`src/rtl/seq_alu_pkg.sv`:
```
// Shared opcode and FSM encodings for the seq_alu block.
// Opcode values are WIDTH-independent so producers can share this package.
package seq_alu_pkg;

    localparam logic [3:0] OP_ADD = 4'b0000;
    localparam logic [3:0] OP_SUB = 4'b0001;
    localparam logic [3:0] OP_NOT = 4'b0010;
    localparam logic [3:0] OP_AND = 4'b0011;
    localparam logic [3:0] OP_OR  = 4'b0100;
    localparam logic [3:0] OP_XOR = 4'b0101;
    localparam logic [3:0] OP_SLT = 4'b0110;
    localparam logic [3:0] OP_EQ  = 4'b0111;
    localparam logic [3:0] OP_MUL = 4'b1000;

    typedef logic [1:0] state_t;

    localparam state_t ST_IDLE = 2'd0;
    localparam state_t ST_EXEC = 2'd1;
    localparam state_t ST_DONE = 2'd2;

    // SLT reuses the subtractor, so both opcodes steer the adder into subtract mode.
    function automatic logic op_uses_sub(input logic [3:0] op);
        return (op == OP_SUB) || (op == OP_SLT);
    endfunction

endpackage

```
`src/rtl/seq_alu_addsub.sv`:
```
// Combinational WIDTH-bit adder/subtractor shared by ADD, SUB and SLT.
// Subtraction is a + ~b + 1; carry-out then means "no borrow".
module seq_alu_addsub #(
    parameter int WIDTH = 8
) (
    input  logic [WIDTH-1:0] a,
    input  logic [WIDTH-1:0] b,
    input  logic             sub,
    input  logic             cin,
    output logic [WIDTH-1:0] sum,
    output logic             carry,
    output logic             overflow
);

    logic [WIDTH-1:0] b_eff;
    logic             c0;
    logic [WIDTH:0]   ext;

    always_comb begin
        b_eff    = sub ? ~b : b;
        c0       = sub ? 1'b1 : cin;
        ext      = {1'b0, a} + {1'b0, b_eff} + {{WIDTH{1'b0}}, c0};
        sum      = ext[WIDTH-1:0];
        carry    = ext[WIDTH];
        // Operands of equal sign producing a result of the other sign.
        overflow = (a[WIDTH-1] == b_eff[WIDTH-1]) && (sum[WIDTH-1] != a[WIDTH-1]);
    end

endmodule

```
`src/rtl/seq_alu.sv`:
```
// Registered ALU with valid/ready on both sides; results held until accepted.
// Define SEQ_ALU_MUL_EN to enable the iterative shift-add multiplier (opcode 1000).
module seq_alu
    import seq_alu_pkg::*;
#(
    parameter int WIDTH = 8
) (
    input  logic             clk,
    input  logic             rst_n,
    input  logic             in_valid,
    output logic             in_ready,
    input  logic [3:0]       in_op,
    input  logic             in_c,
    input  logic [WIDTH-1:0] in_x,
    input  logic [WIDTH-1:0] in_y,
    output logic             out_valid,
    input  logic             out_ready,
    output logic [WIDTH-1:0] out_s,
    output logic             out_c,
    output logic             zero,
    output logic             overflow,
    output logic             negative,
    output logic             err
);

    state_t state;
    state_t state_nxt;
    logic   accept;
    logic   op_is_mul;

    logic [WIDTH-1:0] as_sum;
    logic             as_carry;
    logic             as_ovf;

    logic [WIDTH-1:0] alu_s;
    logic             alu_c;
    logic             alu_v;
    logic             alu_err;

    assign in_ready  = (state == ST_IDLE) || ((state == ST_DONE) && out_ready);
    assign out_valid = (state == ST_DONE);
    assign accept    = in_valid && in_ready;

    seq_alu_addsub #(
        .WIDTH(WIDTH)
    ) u_addsub (
        .a       (in_x),
        .b       (in_y),
        .sub     (op_uses_sub(in_op)),
        .cin     (in_c),
        .sum     (as_sum),
        .carry   (as_carry),
        .overflow(as_ovf)
    );

    // Single-cycle result, computed straight from the presented operands.
    always_comb begin
        // NOTE: every output gets a default first so no path leaves one unassigned (no latch).
        alu_s   = '0;
        alu_c   = 1'b0;
        alu_v   = 1'b0;
        alu_err = 1'b0;
        case (in_op)
            OP_ADD, OP_SUB: begin
                alu_s = as_sum;
                alu_c = as_carry;
                alu_v = as_ovf;
            end
            OP_NOT: alu_s = ~in_x;
            OP_AND: alu_s = in_x & in_y;
            OP_OR:  alu_s = in_x | in_y;
            OP_XOR: alu_s = in_x ^ in_y;
            OP_SLT: alu_s = {{(WIDTH-1){1'b0}}, as_sum[WIDTH-1] ^ as_ovf};
            OP_EQ:  alu_s = {{(WIDTH-1){1'b0}}, in_x == in_y};
`ifdef SEQ_ALU_MUL_EN
            OP_MUL: alu_err = 1'b0;
`endif
            default: alu_err = 1'b1;
        endcase
    end

`ifdef SEQ_ALU_MUL_EN
    localparam int CNT_W = $clog2(WIDTH + 1);

    logic [WIDTH-1:0] mul_acc;
    logic [WIDTH-1:0] mul_mcand;
    logic [WIDTH-1:0] mul_mplier;
    logic [WIDTH-1:0] mul_acc_nxt;
    logic [CNT_W-1:0] mul_cnt;
    logic             mul_last;

    assign op_is_mul   = (in_op == OP_MUL);
    assign mul_acc_nxt = mul_mplier[0] ? (mul_acc + mul_mcand) : mul_acc;
    assign mul_last    = (mul_cnt == CNT_W'(WIDTH - 1));

    // One multiplier bit per EXEC cycle; only the low WIDTH product bits are kept.
    always_ff @(posedge clk or negedge rst_n) begin
        if (!rst_n) begin
            mul_acc    <= '0;
            mul_mcand  <= '0;
            mul_mplier <= '0;
            mul_cnt    <= '0;
        end else if (accept && op_is_mul) begin
            mul_acc    <= '0;
            mul_mcand  <= in_x;
            mul_mplier <= in_y;
            mul_cnt    <= '0;
        end else if (state == ST_EXEC) begin
            mul_acc    <= mul_acc_nxt;
            mul_mcand  <= mul_mcand << 1;
            mul_mplier <= mul_mplier >> 1;
            mul_cnt    <= mul_cnt + 1'b1;
        end
    end
`else
    assign op_is_mul = 1'b0;
`endif

    always_comb begin
        state_nxt = state;
        case (state)
            ST_IDLE, ST_DONE: begin
                if (accept) begin
                    state_nxt = op_is_mul ? ST_EXEC : ST_DONE;
                end else if ((state == ST_DONE) && out_ready) begin
                    state_nxt = ST_IDLE;
                end
            end
`ifdef SEQ_ALU_MUL_EN
            ST_EXEC: begin
                if (mul_last) begin
                    state_nxt = ST_DONE;
                end
            end
`endif
            default: state_nxt = ST_IDLE;
        endcase
    end

    always_ff @(posedge clk or negedge rst_n) begin
        if (!rst_n) begin
            // NOTE: non-blocking assignments keep all flops updating from pre-edge values.
            state <= ST_IDLE;
        end else begin
            state <= state_nxt;
        end
    end

    // Output registers change only when a new result lands, so a stalled consumer sees them frozen.
    always_ff @(posedge clk or negedge rst_n) begin
        if (!rst_n) begin
            // NOTE: the result registers are reset too, because they are visible outputs with defined reset values.
            out_s    <= '0;
            out_c    <= 1'b0;
            zero     <= 1'b0;
            overflow <= 1'b0;
            negative <= 1'b0;
            err      <= 1'b0;
        end else if (accept && !op_is_mul) begin
            out_s    <= alu_s;
            out_c    <= alu_c;
            zero     <= (alu_s == '0);
            overflow <= alu_v;
            negative <= alu_s[WIDTH-1];
            err      <= alu_err;
        end
`ifdef SEQ_ALU_MUL_EN
        else if ((state == ST_EXEC) && mul_last) begin
            out_s    <= mul_acc_nxt;
            out_c    <= 1'b0;
            zero     <= (mul_acc_nxt == '0);
            overflow <= 1'b0;
            negative <= mul_acc_nxt[WIDTH-1];
            err      <= 1'b0;
        end
`endif
    end

endmodule

```
`config.mk`:
```
export PLATFORM = sky130hd
export DESIGN_NAME = seq_alu
export DESIGN_NICKNAME = d
export VERILOG_FILES = /design/src/rtl/seq_alu_pkg.sv /design/src/rtl/seq_alu_addsub.sv /design/src/rtl/seq_alu.sv
export SDC_FILE = /design/constraint.sdc
export NUM_CORES = 1
export LEC_CHECK = 0
export CAP_MARGIN = 20
export CORE_UTILIZATION = 46
export DETAILED_ROUTE_END_ITERATION = 10
export PLACE_DENSITY = 0.88
export SLEW_MARGIN = 25
export SYNTH_ARGS = -nofsm -noshare
export SYNTH_HDL_FRONTEND = slang
export SYNTH_HIERARCHICAL = 1
export SYNTH_SLANG_ARGS = --single-unit
export TNS_END_PERCENT = 50
```
`constraint.sdc`:
```
create_clock -name clk -period 1.4 [get_ports clk]
set_input_delay 0.28 -clock clk [delete_from_list [all_inputs] [get_ports clk]]
set_output_delay 0.28 -clock clk [all_outputs]
set_load 0.02 [all_outputs]
```
=== Word level (Yosys, flattened, before mapping) ===
Cells that the tools add are included.

* Flip-flop bits (word level): 15
* Bits in latches: 0
* Bits in writable memories: 0
* Bits in read-only memories: 0
* Input bits: 25
* Memories kept: 0

* Add/subtract/negate cells: 2
* Multiply operators: 0
* Div/mod/pow operators: 0
* Order comparisons: 0
* Equality and inequality tests: 12
* Shift-type cells: 0
* Muxes and demuxes: 9
* Bitwise logic cells: 6
* Reductions and logical operators: 11

{| class="wikitable"
|+ Operators with widths
! kind !! number
|-
| $pmux W8 S7 || 1
|-
| $eq A4 B3 Y1 const B || 4
|-
| $not A8 Y8 || 2
|-
| $add A8 B8 Y9 || 1
|-
| $add A9 B1 Y9 || 1
|-
| $and A8 B8 Y8 || 1
|-
| $eq A4 B2 Y1 const B || 2
|-
| $eq A8 B8 Y1 || 1
|-
| $logic_not A8 Y1 || 1
|-
| $mux W8 || 1
|-
| $or A8 B8 Y8 || 1
|-
| $reduce_or A8 Y1 || 1
|-
| $xor A8 B8 Y8 || 1
|-
| $mux W2 || 3
|-
| $eq A4 B1 Y1 const B || 1
|-
| $logic_not A4 Y1 || 1
|-
| $mux W1 || 4
|-
| $reduce_or A2 Y1 || 2
|-
| $logic_and A1 B1 Y1 || 3
|-
| $ne A3 B3 Y1 const B || 1
|-
| $eq A2 B2 Y1 const B || 1
|-
| $logic_not A2 Y1 || 1
|-
| $logic_or A1 B1 Y1 || 2
|-
| $eq A1 B1 Y1 || 1
|-
| other kinds (2) || 2
|}

=== Depth between registers and ports, before layout ===
Gate-level depths: netlist of run 1.

* Word-level depth: 10
* Gate-level depth with buffers: 17
* Mapped depth without buffers: 15

=== Cells and area by module ===
Netlist of run 1, hierarchy kept.

{| class="wikitable"
|+ Modules (own cells, without submodules)
! module !! times used !! cells each !! area an instance (um^2)
|-
| seq_alu || 1 || 149 || 1,243.7
|-
| seq_alu_addsub || 1 || 55 || 444.2
|}

=== Worst setup path before layout of run 1 ===
Ideal clock, no wire load.

* Path kind: input port to flip-flop
* Start point: input port in_op[2]
* End point: register zero
* Setup time: 110 ps
* Arrival: 3,586 ps
* Data required time: 1,290 ps
* Path slack: -2,296 ps
* Cell stages on the path: 16
* Buffers on the path: 3
* Path through: buf_2 -> buf_2 -> or3_1 -> a21oi_1 -> buf_2 -> xor2_1 -> fa_1 -> a211oi_1 -> o21bai_2 -> o22ai_2 -> mux2_1 -> xor2_1 -> and3_1 -> o21ai_0 -> a31oi_1 -> o41ai_1

* Word-level cells in the longest chain between the ends: 10
* Elaborated cells between the ends (all ways): 20
* Classes of those cells: add/sub (2); eq/ne (9); mux (3); bitwise (1); reduce/logical (5)

{| class="wikitable"
|+ Ends and longest elaborated chain
! element !! RTL line !! RTL
|-
| start, declared || seq_alu.sv:12 || <nowiki>input logic [3:0] in_op,</nowiki>
|-
| $eq A4 B1 Y1 or $eq A4 B3 Y1 (tied branches) || seq_alu_pkg.sv:23 || <nowiki>return (op == OP_SUB) || (op == OP_SLT);</nowiki>
|-
| $logic_or A1 B1 Y1 (*) || seq_alu_pkg.sv:23 ||
|-
| $mux W8 || seq_alu_addsub.sv:20 || <nowiki>b_eff = sub ? ~b : b;</nowiki>
|-
| $add A8 B8 Y9 || seq_alu_addsub.sv:22 || <nowiki>ext = {1'b0, a} + {1'b0, b_eff} + {{WIDTH{1'b0}}, c0};</nowiki>
|-
| $add A9 B1 Y9 || seq_alu_addsub.sv:22 ||
|-
| $ne A1 B1 Y1 || seq_alu_addsub.sv:26 || <nowiki>overflow = (a[WIDTH-1] == b_eff[WIDTH-1]) && (sum[WIDTH-1] != a[WIDTH-1]);</nowiki>
|-
| $logic_and A1 B1 Y1 (*) || seq_alu_addsub.sv:26 ||
|-
| net as_ovf || seq_alu.sv:33 || <nowiki>logic as_ovf;</nowiki>
|-
| $xor A1 B1 Y1 (*) || seq_alu.sv:73 || <nowiki>OP_SLT: alu_s = {{(WIDTH-1){1'b0}}, as_sum[WIDTH-1] ^ as_ovf};</nowiki>
|-
| $pmux W8 S7 (*) || seq_alu.sv:63 || <nowiki>case (in_op)</nowiki>
|-
| $logic_not A8 Y1 (*) || seq_alu.sv:162 || <nowiki>zero <= (alu_s == '0);</nowiki>
|-
| end signal, assigned || seq_alu.sv:162 ||
|-
| end, declared || seq_alu.sv:20 || <nowiki>output logic zero,</nowiki>
|}

The timed path passes the listed nets; every way through them passes the cells marked *.
A chain may end at the register's enable or synchronous reset.

=== Worst setup path in the final report of run 1 ===
* Start point: input port in_op[0]
* End point: register zero

* Word-level cells in the longest chain between the ends: 10
* Elaborated cells between the ends (all ways): 20
* Classes of those cells: add/sub (2); eq/ne (9); mux (3); bitwise (1); reduce/logical (5)

{| class="wikitable"
|+ Ends and longest elaborated chain
! element !! RTL line !! RTL
|-
| $eq A4 B1 Y1 or $eq A4 B3 Y1 (tied branches) || seq_alu_pkg.sv:23 ||
|-
| $logic_or A1 B1 Y1 (*) || seq_alu_pkg.sv:23 ||
|-
| $mux W8 || seq_alu_addsub.sv:20 ||
|-
| $add A8 B8 Y9 || seq_alu_addsub.sv:22 ||
|-
| $add A9 B1 Y9 (*) || seq_alu_addsub.sv:22 ||
|-
| net as_sum[7] || seq_alu.sv:31 || <nowiki>logic [WIDTH-1:0] as_sum;</nowiki>
|-
| $ne A1 B1 Y1 || seq_alu_addsub.sv:26 ||
|-
| $logic_and A1 B1 Y1 || seq_alu_addsub.sv:26 ||
|-
| $xor A1 B1 Y1 || seq_alu.sv:73 ||
|-
| $pmux W8 S7 (*) || seq_alu.sv:63 ||
|-
| $logic_not A8 Y1 (*) || seq_alu.sv:162 ||
|}

Marks and branches as above.

==> impl_metrics.toml, run 1 <==
[floorplanning]
start_util_pct = 49.4
core_um2 = 3420
rows = 21
die_y_um = 62.6
ioPinCount = 40
dieArea_um2 = 3920
die-width_um = 62.6

[clocking]
holdBufCountCts = 0
clockBufferDepth = 2
h-tree-depth = 1
clk_pin_slew_ps = 70
cts_tree = "built"
root_buffer = "clkbuf_4"
clock_latency_ps = 280
cts_sinks = 13
numCtsBuffers = 3

[timing]
final_hold_viol_count = 0
finalSetupViolCount = 11
layout_setup_ws_ps = -1800
period_share_pct = 229
slew_violations = 0
rsz0062_at_grt = "yes"
skew_ps = 0.630
fmax_ghz = 0.312
period_needed_ps = 3200
relSlewSlack_pct = 72.8
max_slew.worst_pin.slew_ps = 406
finalSetupTns_ps = -15330

[critical_path]
critical_path.cell_chain = "buf_8, inv_4, or3_4, a21oi_2, buf_6, xor2_2, fa_2, a211oi_2, o21bai_2, o22ai_2, buf_4, xnor2_2, nor2b_2, a31oi_1, o221a_2, nand4_1, o41ai_2"
start_kind = "input pin"
cp.required_ps = 1580
worstPathMaxFanout = 5
cp-end-kind = "flop"
setup.worst_path.start = "in_op[0]"
cpPeakStageDelay_ps = 390
worst-setup-path-type = "in2reg"
cp_top_family = "compound AO/OA/AOI/OAI gates"
crit_buf_inv = 4
cp_slowest_cell = "or3_4"
critPathArrivalTime_ps = 3390
r2r_start = "state[1]$_DFFE_PN0P_"

[layout]
final_common_cell = "buf_4"
post-route-cell-area_um2 = 2670
diodes = 0
finish.net_count = 344
multiInputGateArea_um2 = 1350
final_cell_mix = "buf_4, ha_1, inv_1, clkdlybuf4s50_1, dlygate4sd2_1"
areaGrowthSynthToFinish_pct = 58.2
seq_area_um2 = 325
drive_gt1_share_pct = 35.5
fill_cells = 214

[pwr]
p_per_area_nw_per_um2 = 682
ir_worst_vdd_v = 0.000335
power_leakage_uw = 0.00132

[routing]
wl_per_cell_um = 17.5
dr_total_vias = 1937
drtIter0Drc = 99
ant_nets = 0
wirelength_um = 5950
vias_per_cell = 5.71
first_pass_iters = 5
drc = 0

[global_routing]
grt-ovfl-total = 0
first_global_vias = 2079
grt_usage_pct = 32.0
antenna_found_initial = 0
grt_start_max_net_pins = 21
grt_pass1_wl_um = 9650

[logic_synthesis]
ys_seq_area_share_pct = 19.3
synth_simple_gate_area_share_pct = 20.7
synth_seq_cells = 13
ys_types = 51
ys_warn_count = 6
synth_edf_count = 0
synth_async_sr_flop_share_pct = 100
syn_area_per_cell_um2 = 8.27
synth_compound_area_share_pct = 21.8
synth_top_family_by_area = "compound AO/OA/AOI/OAI gates"
synth_xor_area_share_pct = 6.75
synth_flop_cell = "dfrtp_1"
synth_area_um2 = 1690
synthAdderAreaFrac_pct = 19.4
synthMuxAreaShare_pct = 3.19
syn-num-nets = 254
syn-instance-count = 204

[place]
place_area_um2 = 2470
numPortBuffers = 39
dp_hpwl_um = 3990
place_congestion = 0.904

[min_path]
hold_class = "in2async"

[run_status]
status = "finished with violations"
violations = "setup timing"

[flow_run]
maxCapViolations = 0
[final timing paths]
check | end | slack (ps) | cells past startpoint
worst max-delay path | zero$_DFFE_PN0P_ | -1800 | 17
max in group asynchronous | out_s[2]$_DFFE_PN0P_ | 950 | 2
worst min register to register | out_s[1]$_DFFE_PN0P_ | 480 | 2
min in group clk | out_s[1]$_DFFE_PN0P_ | 480 | 2
worst max register to register | zero$_DFFE_PN0P_ | -60 | 5
worst min-delay path | state[1]$_DFFE_PN0P_ | 300 | 2
[power by group]
part | switching [uW] | internal (uW) | leakage [uW]
clock | 120 | 111 | 0.0000150
combinational | 570 | 572 | 0.00114
sequential | 24.8 | 422 | 0.000167
total | 715 | 1110 | 0.00132
[flip-flops by register name, summed over array words and instances (netlist names)]
name	cells
zero	1
out_s	8
out_c	1
overflow	1
err	1
state	1
[synth_stat cells, drive strengths merged, types with 2 or more instances]
library cell  instances  area, um2
o21ai                11       55.1
mux2                  3       33.8
ha                   23        288
nor2                 10       37.5
a21oi                 8       40.0
fa                    2       40.0
o21a                  2       15.0
o221a                 3       33.8
a21o                  2       15.0
o31a                  2       17.5
buf                   9       52.6
o211ai                3       22.5
inv                  25       93.8
dfrtp                13        325
or3                   3       18.8
nand4                 2       12.5
mux2i                 2       20.0
or2                   3       18.8
xnor2                 4       35.0
o22ai                 2       18.8
nand2b               12       75.1
nand2                10       37.5
nand3                 4       20.0
nor2b                 7       51.3
nor4                  2       18.8
nand3b                2       15.0
a22o                  2       17.5
xor2                  9       78.8
a31oi                 6       37.5
a211oi                4       30.0
[per-stage QoR]
stage	setup WS [ps]	cells	hold slack (ps)	power, uW	utilization, %
global route	-1890	339	324	1930	78.2
CTS	-1620	336	302	1720	76.7
finish	-1800	339	295	1820	78.2
global placement	-2310	326	459	1400	72.2
detailed placement	-2440	326	469	1440	72.2
floorplan	-1900	204	-15.6	1010	-
[what timing repair did]
item	in CTS	in global routing
buffers inserted	10	3
setup endpoints to repair	26	11
resized for setup	61	8
endpoints found under the hold margin	0	0
pin swaps	22	7
[metal layers]
metal / global-route usage (%) / share of wire [%]
met5: 0 / 0
met4: 22.4 / 6.3
met3: 4.74 / 7.2
met2: 60.5 / 51
met1: 31.5 / 35
[cell type report]
class | instances | area share [%]
Tap cell | 46 | 2.16
Inverter | 25 | 3.61
Clock buffer | 4 | 0.984
Sequential cell | 13 | 12.2
Timing Repair Buffer | 95 | 30.6
Multi-Input combinational cell | 156 | 50.5
[cell families after synthesis]
logic type               count (synthesis)
multiplexers                             5
buffers and inverters                   35
AND/OR/NAND/NOR                         61
XOR/XNOR                                13
flip-flops                              13
AO/OA/AOI/OAI                           52
adder cells (fa/ha/maj)                 25
Note: power is estimated with default switching activity, not from simulation.
==> run 2: changes to the inputs <==
- PLACE_DENSITY: 0.88 -> 0.78
==> run 2 against run 1 <==
Effect of this change:
- the flow still finishes with violations (setup timing)
- global-route usage is 7.2 points lower
- worst hold slack better by 7.6 ps
- clock power hardly changed
- worst setup slack better by 28 ps
- routed wire length is 14% lower
- count of clock-buffer cells in the layout stayed put
- non-clock buffer count is 4 higher
- sequential share of layout area is 0.15 points lower
- cell count is 1.2% higher
- flip-flop and latch count stayed put
- via count is 3.0% lower
- critical path depth is 1 lower
==> impl_metrics.toml, run 2 (synthesis results as in run 1) <==
[clocking]
h-tree-depth = 1
numCtsBuffers = 3
cts_tree = "built"
clockBufferDepth = 2
cts_sinks = 13
root_buffer = "clkbuf_4"
clock_latency_ps = 280
clk_pin_slew_ps = 80

[critical_path]
ff2ff_path_depth = 5
critical_path.cell_chain = "buf_2, or3_1, a21oi_2, buf_6, xor2_4, fa_2, a211oi_2, o21bai_2, o22ai_2, buf_6, xnor2_4, nor2b_4, a31oi_1, o221a_2, nand4_1, o41ai_2"
worst-setup-path-type = "in2reg"
cp-end-kind = "flop"
worstPathMaxFanout = 5
path_depth = 16
cpMostUsedCell = "buf_6"
cpPeakStageDelay_ps = 400
cp_top_family = "compound AO/OA/AOI/OAI gates"
critPathArrivalTime_ps = 3360
r2r_start = "state[1]$_DFFE_PN0P_"
cp_slowest_cell = "fa_2"
reg2reg_slack_ps = -10
crit_buf_inv = 3
start_kind = "input pin"
timing.rr.end = "zero$_DFFE_PN0P_"
cp.required_ps = 1580

[routing]
wl_per_cell_um = 14.8
dr_total_vias = 1879
vias_per_cell = 5.48
wirelength_um = 5090
drc = 0
first_pass_iters = 4
drtIter0Drc = 85
ant_nets = 0

[place]
place_area_um2 = 2520
numPortBuffers = 39
dp_hpwl_um = 3720
place_congestion = 0.889

[timing]
finalSetupTns_ps = -16200
relSlewSlack_pct = 74.0
period_needed_ps = 3170
final_hold_viol_count = 0
rsz0062_at_grt = "yes"
fmax_ghz = 0.315
hold_ws_ps = 303
finalSetupViolCount = 11
skew_ps = 2.49
max_slew.worst_pin.slew_ps = 387
slew_violations = 0
period_share_pct = 227
layout_setup_ws_ps = -1770

[pwr]
p_per_area_nw_per_um2 = 668
power_leakage_uw = 0.00135
power_uw = 1810
clockPowerShare_pct = 13.0
p_sw_uw = 681
combPwrFrac_pct = 62.2
p_int_uw = 1120
p_seq_share_pct = 24.8
ir_worst_vdd_v = 0.000285
switching_share_pct = 37.7

[floorplanning]
die_y_um = 62.6
start_util_pct = 49.4
ioPinCount = 40
core_um2 = 3420
rows = 21
dieArea_um2 = 3920
die-width_um = 62.6

[global_routing]
grt-ovfl-total = 0
first_global_vias = 1766
grt_pass1_wl_um = 7850
grt_usage_pct = 24.8
grt_start_max_net_pins = 21
antenna_found_initial = 0

[layout]
finish.net_count = 348
largest_reg_flops = 8
utilization_pct = 79.2
fill_cells = 229
top_register = "out_s"
diodes = 0
drive_gt1_share_pct = 33.3
post-route-cell-area_um2 = 2700
areaGrowthSynthToFinish_pct = 60.2
final_common_cell = "buf_4"
final_cell_mix = "buf_4, inv_1, ha_1, clkdlybuf4s50_1, dlygate4sd2_1"

[run_status]
status = "finished with violations"
violations = "setup timing"

[flow_run]
maxCapViolations = 0

[min_path]
hold_class = "in2async"
run 2: changes by cell type in the layout (fill, tap and decap cells not counted), sizes merged:
cell	delta
buf	+4
run 2: cell type report:
cell class              count  area, um2  area share, %
clock buffers               4       26.3          0.972
inverters                  25       93.8           3.47
multi-input cells         156       1350           49.7
flip-flops and latches     13        325           12.0
well taps                  46       57.6           2.13
repair buffers             99        856           31.7
run 2: worst max path at each step:
stage	startpoint	end
after floorplan	in_op[1]	zero$_DFFE_PN0P_
after global placement	in_op[0]	zero$_DFFE_PN0P_
after detailed placement	in_op[0]	zero$_DFFE_PN0P_
after CTS	in_op[0]	zero$_DFFE_PN0P_
after global routing	in_op[1]	zero$_DFFE_PN0P_
final	in_op[1]	zero$_DFFE_PN0P_
run 2: worst reg2reg max path, stage by stage, from the launching register on:
cell and delay (ps):
dfrtp_1 380, nand2b_1 130, and2_0 180, o221a_2 200, nand4_1 110, o41ai_2 320
run 2: per-layer routing:
| layer | wire length (um) | up-vias | global-route usage [%] |
|---|---|---|---|
| li1 | - | 902 | - |
| met1 | 1990 | 864 | 29.0 |
| met2 | 2650 | 89 | 46.1 |
| met3 | 254 | 24 | 3.10 |
| met4 | 186 | 0 | 8.14 |
| met5 | 0 | - | 0 |
run 2: power by group through the flow:
| stage | Clock (uW) | Combinational (uW) | Sequential, uW |
|---|---|---|---|
| after floorplan | 0 | 495 | 514 |
| after global placement | 0 | 974 | 454 |
| after detailed placement | 0 | 997 | 457 |
| after CTS | 232 | 1010 | 447 |
| after global routing | 253 | 1210 | 455 |
| final | 234 | 1120 | 448 |
run 2: what timing repair did:
action / 4_1_cts / 5_1_grt
gates cloned: 0 / 0
pin swaps: 18 / 15
setup endpoints to repair: 26 / 12
setup buffers: 4 / 3
hold endpoints to repair: 0 / 0
gates resized for setup: 49 / 19
hold buffers: 0 / 0
run 2: metrics by stage:
step | setup WS [ps] | std cells
3_5_place_dp | -2400 | 333
2_1_floorplan | -1900 | 204
4_1_cts | -1670 | 340
5_1_grt | -1890 | 343
3_3_place_gp | -2320 | 333
6_report | -1770 | 343
